<file path="src/rtl/led_sequencer.sv">
// led_sequencer: drives a bank of LEDs with one of four patterns. The pattern
// advances once every EDGES_PER_STEP edges of a slow external tick.
//
// Ports:
//   CLK        in   system clock, rising-edge logic
//   RST_N      in   asynchronous active-low reset
//   tick_in    in   slow square wave; every edge (rise or fall) is one tick event
//   enable     in   1 = advance on ticks, 0 = freeze
//   mode       in   00 rotate, 01 bounce, 10 binary count, 11 blink
//   leds       out  registered LED pattern (NUM_LEDS bits)
//   step_pulse out  one-cycle pulse on each pattern advance
//   wrap       out  one-cycle pulse when the pattern returns to its start value
module led_sequencer #(
  parameter int NUM_LEDS       = 5,
  parameter int EDGES_PER_STEP = 2
) (
  input  logic                CLK,
  input  logic                RST_N,
  input  logic                tick_in,
  input  logic                enable,
  input  logic [1:0]          mode,
  output logic [NUM_LEDS-1:0] leds,
  output logic                step_pulse,
  output logic                wrap
);

  localparam int PW = (EDGES_PER_STEP > 1) ? $clog2(EDGES_PER_STEP) : 1;
  localparam logic [PW-1:0] PRE_LAST = PW'(EDGES_PER_STEP - 1);

  typedef enum logic {
    INIT = 1'b0,
    RUN  = 1'b1
  } state_t;

  // Start value of each pattern: one hot bit at bit0 for rotate/bounce,
  // all zero for binary and blink.
  function automatic logic [NUM_LEDS-1:0] init_pattern(input logic [1:0] m);
    logic [NUM_LEDS-1:0] p;
    case (m)
      2'b00, 2'b01: p = NUM_LEDS'(1);
      default:      p = '0;
    endcase
    return p;
  endfunction

  state_t              state, state_n;
  logic [1:0]          init_cnt, init_cnt_n;
  logic                s1, s2, s3;
  logic [PW-1:0]       pre, pre_n;
  logic                dir, dir_n;       // bounce direction, 1 = up
  logic [1:0]          mode_q, mode_q_n;
  logic [NUM_LEDS-1:0] leds_n;
  logic                step_n, wrap_n;
  logic                tick_evt;
  logic [NUM_LEDS-1:0] adv;
  logic                dir_adv;

  // Either edge of the synchronised tick is one event.
  assign tick_evt = s2 ^ s3;

  // Tick synchroniser and edge-history flop.
  always_ff @(posedge CLK or negedge RST_N) begin
    if (!RST_N) begin
      s1 <= 1'b0;
      s2 <= 1'b0;
      s3 <= 1'b0;
    end else begin
      s1 <= tick_in;
      s2 <= s1;
      s3 <= s2;
    end
  end

  // Pattern value one step ahead of the current one, for the latched mode.
  always_comb begin
    adv     = leds;
    dir_adv = dir;
    case (mode_q)
      2'b00: adv = {leds[NUM_LEDS-2:0], leds[NUM_LEDS-1]};
      2'b01: begin
        // Direction flips on reaching an end so no end bit is shown twice.
        if (dir) begin
          adv     = leds << 1;
          dir_adv = ~adv[NUM_LEDS-1];
        end else begin
          adv     = leds >> 1;
          dir_adv = adv[0];
        end
      end
      2'b10: adv = leds + NUM_LEDS'(1);
      2'b11: adv = (leds == '0) ? '1 : '0;
      default: adv = leds;
    endcase
  end

  // Next-state and next-output logic; mode change beats tick advance beats hold.
  always_comb begin
    state_n    = state;
    init_cnt_n = init_cnt;
    pre_n      = pre;
    dir_n      = dir;
    mode_q_n   = mode_q;
    leds_n     = leds;
    step_n     = 1'b0;
    wrap_n     = 1'b0;
    case (state)
      INIT: begin
        // Three cycles of settling; tick events are dropped meanwhile.
        if (init_cnt == 2'd2) begin
          state_n    = RUN;
          init_cnt_n = 2'd0;
          leds_n     = init_pattern(mode);
          mode_q_n   = mode;
          pre_n      = '0;
          dir_n      = 1'b1;
        end else begin
          init_cnt_n = init_cnt + 2'd1;
        end
      end
      RUN: begin
        if (mode != mode_q) begin
          leds_n   = init_pattern(mode);
          mode_q_n = mode;
          pre_n    = '0;
          dir_n    = 1'b1;
        end else if (enable && tick_evt) begin
          if (pre == PRE_LAST) begin
            leds_n = adv;
            dir_n  = dir_adv;
            pre_n  = '0;
            step_n = 1'b1;
            wrap_n = (adv == init_pattern(mode_q));
          end else begin
            pre_n = pre + PW'(1);
          end
        end else begin
          pre_n = pre;
        end
      end
      default: state_n = INIT;
    endcase
  end

  // State and output registers.
  always_ff @(posedge CLK or negedge RST_N) begin
    if (!RST_N) begin
      state      <= INIT;
      init_cnt   <= 2'd0;
      pre        <= '0;
      dir        <= 1'b1;
      mode_q     <= 2'b00;
      leds       <= '0;
      step_pulse <= 1'b0;
      wrap       <= 1'b0;
    end else begin
      state      <= state_n;
      init_cnt   <= init_cnt_n;
      pre        <= pre_n;
      dir        <= dir_n;
      mode_q     <= mode_q_n;
      leds       <= leds_n;
      step_pulse <= step_n;
      wrap       <= wrap_n;
    end
  end

endmodule

</file>
<file path="config.mk">
export PLATFORM = sky130hd
export DESIGN_NAME = led_sequencer
export DESIGN_NICKNAME = d
export VERILOG_FILES = /design/src/rtl/led_sequencer.sv
export SDC_FILE = /design/constraint.sdc
export NUM_CORES = 1
export LEC_CHECK = 0
export ABC_AREA = 1
export BUFFER_PORTS_ARGS = -buffer_cell sky130_fd_sc_hd__buf_2
export CORE_MARGIN = 5
export CORE_UTILIZATION = 58
export CTS_BUF_LIST = sky130_fd_sc_hd__clkbuf_8
export DETAILED_ROUTE_END_ITERATION = 7
export PLACE_DENSITY = 0.85
export SLEW_MARGIN = 20
export SYNTH_ARGS = -nofsm -noshare
export SYNTH_HDL_FRONTEND = slang
export SYNTH_SLANG_ARGS = --single-unit
</file>
<file path="constraint.sdc">
create_clock -name CLK -period 1.7 [get_ports CLK]
set_clock_uncertainty 0.15 [all_clocks]
set_input_delay 0.255 -clock CLK [delete_from_list [all_inputs] [get_ports CLK]]
set_output_delay 0.255 -clock CLK [all_outputs]
set_load 0.01 [all_outputs]
</file>
# Word-level counts from Yosys, hierarchy flattened
# Index checks and enable logic that the tools add are counted.
# W data, S select, Z words.
[classes] n_reduce_logical=10 addsub=3 magnitude_cmp=0 bitwise_logic=3 n_eq_ne=12 n_div=0 muxes=40 n_mul=0 shift=0
[ops] cell="$mux W5" count=10
[ops] cell="$mux W1" count=22
[ops] cell="$pmux W5 S4" count=1
[ops] cell="$pmux W5 S2" count=1
[ops] cell="$ne A3 B1 Y1 const B" count=3
[ops] cell="$eq A2 B2 Y1 const B" count=3
[ops] cell="$mux W2" count=3
[ops] cell="$add A5 B1 Y5 const B" count=1
[ops] cell="$eq A5 B5 Y1" count=1
[ops] cell="$logic_not A5 Y1" count=1
[ops] cell="$eq A2 B1 Y1 const B" count=2
[ops] cell="$logic_not A2 Y1" count=2
[ops] cell="$pmux W1 S2" count=2
[ops] cell="$pmux W2 S2" count=1
[ops] cell="$reduce_and A2 Y1" count=2
[ops] cell="$reduce_and A4 Y1" count=1
[ops] cell="$reduce_or A2 Y1" count=2
[ops] cell="$reduce_and A3 Y1" count=1
[ops] cell="$add A2 B1 Y2 const B" count=1
[ops] cell="$ne A2 B1 Y1 const B" count=1
[ops] cell="$ne A2 B2 Y1" count=1
[ops] cell="$ne A2 B2 Y1 const B" count=1
[ops] cell="$not A1 Y1" count=2
[ops] cell="$add A1 B1 Y1 const B" count=1
[ops] cell="other kinds (2)" count=2
[totals] wordCells=79 memories=0 latchBits=0 mem_bits_rw=0 out_inout_bits=7 input_bits=6 regBits=17 mem_bits_ro=0

# Longest topological paths before layout
[logic_depth] word_depth=12 depth_mapped=10 mapped_depth_nobuf=10

# Worst setup path before layout
# Ideal clock, no wire load.
[synth_timing] kind="register to register" from="register leds[0]" to="register leds[0]" stages_incl_launch_ff=11 n_path_buf=0 period_less_slack_ps=1511 arrival_ps=1244 setup_ps=117 required_time_ps=1433 setup_slack_ps=189 path_cell_list="dfrtp_1 -> inv_1 -> ha_1 -> inv_1 -> nor2_1 -> nand3_2 -> nand4_1 -> nand2_1 -> nand2_1 -> nand3_2 -> nand2_1"
[synth_between] elab_chain_cells=7 elab_cells_between_ends=8 cone_classes="add/sub (1); mux (6); reduce/logical (1)"
[synth_rtl] item="start, declared" line="22" rtl="output logic [NUM_LEDS-1:0] leds,"
[synth_rtl] item="start signal, assigned" line="161" rtl="leds <= leds_n;"
[synth_rtl] item="parallel branches: the longest is 2 deep, another holds $add A5 B1 Y5"
[synth_rtl] item="$pmux W5 S4 *" line="78" rtl="case (mode_q)"
[synth_rtl] item="$mux W5 *" line="127" rtl="if (pre == PRE_LAST) begin"
[synth_rtl] item="$mux W5 *" line="126" rtl="end else if (enable && tick_evt) begin"
[synth_rtl] item="$mux W5 *" line="121" rtl="if (mode != mode_q) begin"
[synth_rtl] item="$pmux W5 S2 *" line="106" rtl="case (state)"
# Every way passes the cells marked *. The select of a mux whose other input is x is not followed.
# A chain may end at the register's enable or synchronous reset.

# Final worst setup path
[layout_timing] from="register leds[1]" to="register wrap"
[layout_between] elab_chain_cells=8 elab_cells_between_ends=10 cone_classes="add/sub (1); eq/ne (1); mux (7); reduce/logical (1)"
[layout_rtl] item="parallel branches: the longest is 2 deep, another holds $add A5 B1 Y5"
[layout_rtl] item="$pmux W5 S4 *" line="78"
[layout_rtl] item="$eq A5 B5 Y1 *" line="132" rtl="wrap_n = (adv == init_pattern(mode_q));"
[layout_rtl] item="$mux W1 *" line="127"
[layout_rtl] item="$mux W1 *" line="126"
[layout_rtl] item="$mux W1 *" line="121"
[layout_rtl] item="$mux W1 *" line="106"
[layout_rtl] item="named net wrap_n" line="53" rtl="logic step_n, wrap_n;"
[layout_rtl] item="end signal, assigned" line="163" rtl="wrap <= wrap_n;"
[layout_rtl] item="end, declared" line="24" rtl="output logic wrap"
# Mark *: on every way through the listed nets, which the timed path passes.

==> summary.md <==
| Metric | Value |
|---|---|
| Hold slack final | 0.115 ns |
| Vias in the first global route | 842 |
| Biggest area consumer among synthesized cells | dfrtp_1 |
| Register area share after synthesis | 42.6% |
| Syn Std Cell Area | 0.00100 sq mm |
| Crit path buf inv count | 2 |
| Antenna Violating Nets Remaining | 0 |
| CP peak stage delay | 0.45 ns |
| Crit path cell chain | inv_2, ha_1, inv_1, nor2_1, nand3_2, nand4_1, nand2_1, nand2_1, nand3_1, nor2_1 |
| Post-DR wirelength/cell | 13.1 microns |
| Syn. warnings | 0 |
| First-pass GRT wire length | 3800 microns |
| Pre-CTS setup slack | 0.0641 ns |
| Maximum fanout along the worst path | 6 |
| Die area | 0.00266 sq mm |
| Final net count | 160 |
| Die width | 51.5 microns |
| Core area | 0.00169 sq mm |
| DRC viols | 0 |
| # setup viols final | 0 |
| Status | complete, no violations |
| Area grow syn2layout | 15.4% |
| CTS root buffer | clkbuf_8 |
| CTS buffer count | 3 |
| Vias | 900 |
| Multi-input combinational cell area | 495 sq um |
| Top cells by area, synth | dfrtp_1 40%, nand2_1 15%, nor2_1 6.0% |
| Arr. time, crit path | 1.61 ns |
| Synth top area share | 40.0% |
| Measured slew at the worst slew-check pin | 0.375 ns |
| Detail Placement HPWL | 1730 microns |
| Tmin final | 1.57 ns |
| Setup TNS | 0 ns |
| H-tree Lvls | 1 |
| Setup Buffers After CTS | 0 |
| Layout cells sized above 1 | 25.2% |
| Yosys reg bits | 17 |
| Commonest cells after routing, fill and taps aside | 40 x nand2_1, 16 x nor2_1, 14 x dfrtp_1 |
| Initial antenna violation count | 0 |
| CP required | 1.74 ns |
| Post-synth net total | 143 |
| Hold Crit Class | in -> reg |
| Critical path launch point type | register |
| Final-report max-slew violation count | 0 |
| CTS max path bufs | 2 |
| Crit path max-delay family | simple AND/OR/NAND/NOR gates |
| RSZ-0062 raised after global routing | false |
| I/O Pins | 13 |
| Pwr/cell area | 769 mW/mm^2 |
| Gate Count Post-Synth | 135 |
| Hold Violations, Final | 0 |
| CTS clk-pin slew, worst paths | 0.07 ns |
| Total power draw | 0.888 mW |
| Grt ovf | 0 |
| Fillers | 156 |
| Post-synth cell types | 25 |
| Largest net degree at the start of global routing | 18 |
| Die height | 51.5 microns |
| Clk_lat worst skew | 0.25 ns |
| Via/cell ratio | 5.36 |
| Worst setup EP type | register |
| Mapped Avg Cell Area | 7.41 sq um |
| Final period util | 92.2% |
| Max VDD drop | 575 uV |
| CTS tree | built |
| DR iter-0 viols | 14 |
| Drt total wl | 2200 microns |
| Worst slew margin | 75.0% |
| Ant. Diodes | 0 |
| Final Wtd Congestion | 0.929 |
| CP max stage cell | dfrtp_2 |
| Max Cap Viol | 0 |
| Site row count | 15 |
| Final worst slack | 0.133 ns |
| Reg area | 429 sq um |
| Critical path class | reg -> reg |
| CTS sink cnt | 17 |
| Port Buffers | 12 |
| Initial core utilization | 59.3% |
| Fmax | 638 MHz |
| DRT Pass-1 Iters | 4 |
| Leak Pwr | 0.596 nW |
| Commonest non-fill, non-tap cell in the layout | nand2_1 |
| Tot GR Track Use | 19.5% |
==> stage by stage <==
stage	utilization (%)	cells	instance area, sq um
floorplan	-	135	1000
global placement	63.6	162	1070
detailed placement	63.6	162	1070
CTS	67.6	168	1140
global route	68.4	168	1150
finish	68.4	168	1150
==> worst register-to-register path: stages (launching register included) <==
cell and delay [ns]:
dfrtp_2 0.45, inv_2 0.10, ha_1 0.14, inv_1 0.03, nor2_1 0.10, nand3_2 0.13, nand4_1 0.10, nand2_1 0.07
nand2_1 0.07, nand3_1 0.06, nor2_1 0.09
==> area by class of cell <==
type                            instances  share of cell area [%]
Inverter                               20                    6.93
Multi-Input combinational cell         96                    42.9
Timing Repair Buffer                   14                    6.93
Clock buffer                            3                    3.58
Tap cell                               17                    1.84
Clock inverter                          1                   0.650
Sequential cell                        17                    37.2
==> cells by family after synthesis <==
kind of cell,after synthesis,share of synthesized area [%]
adder cells (fa/ha/maj),2,2.50
AO/OA/AOI/OAI,13,8.37
XOR/XNOR,2,1.75
AND/OR/NAND/NOR,79,35.9
buffers and inverters,22,8.87
flip-flops,17,42.6
==> synth_stat cells (all sizes together) <==
master,count
o21bai,1
clkinv,1
inv,19
nand4,5
xnor2,2
dfstp,1
dfrtp,16
o21ai,8
nand3,12
buf,1
o211ai,2
nand2,43
nor2,19
ha,2
a21oi,2
clkbuf,1
==> timing repair <==
action                                 CTS  global route
hold buffers                             2             0
setup endpoints to repair                0             2
endpoints found under the hold margin   17             0
resized for setup                        0             6
==> registers in the layout, indices dropped and copies added, names as in the netlist <==
name,flops
state,1
step_pulse,1
leds,5
s3,1
s1,1
wrap,1
s2,1
pre,1
init_cnt,2
mode_q,2
dir,1
==> layer usage <==
| layer | track usage, % | vias up | share of wire (%) |
|---|---|---|---|
| met2 | 33.3 | 20 | 49 |
| li1 | - | 461 | - |
| met4 | 10.0 | 0 | 2.9 |
| met1 | 23.1 | 411 | 44 |
| met3 | 3.72 | 8 | 4.0 |
| met5 | 0 | - | 0 |
==> power breakdown <==
part | internal, mW | switching (mW)
registers | 0.418 | 0.0186
clock network | 0.165 | 0.145
logic | 0.0508 | 0.0906
total | 0.634 | 0.254
==> path summary, 6_finish.rpt <==
check,cells past startpoint,from,to,slack (ns)
setup / recovery,10,leds[1],wrap,0.13
hold / removal,3,mode[0],mode_q[0],0.12
setup reg to reg,10,leds[1],wrap,0.13
hold reg to reg,0,s1,s2,0.20
max in group asynchronous,2,RST_N,dir,0.79
min in group asynchronous,2,RST_N,leds[2],0.29
(Power assumes the default switching activity.)
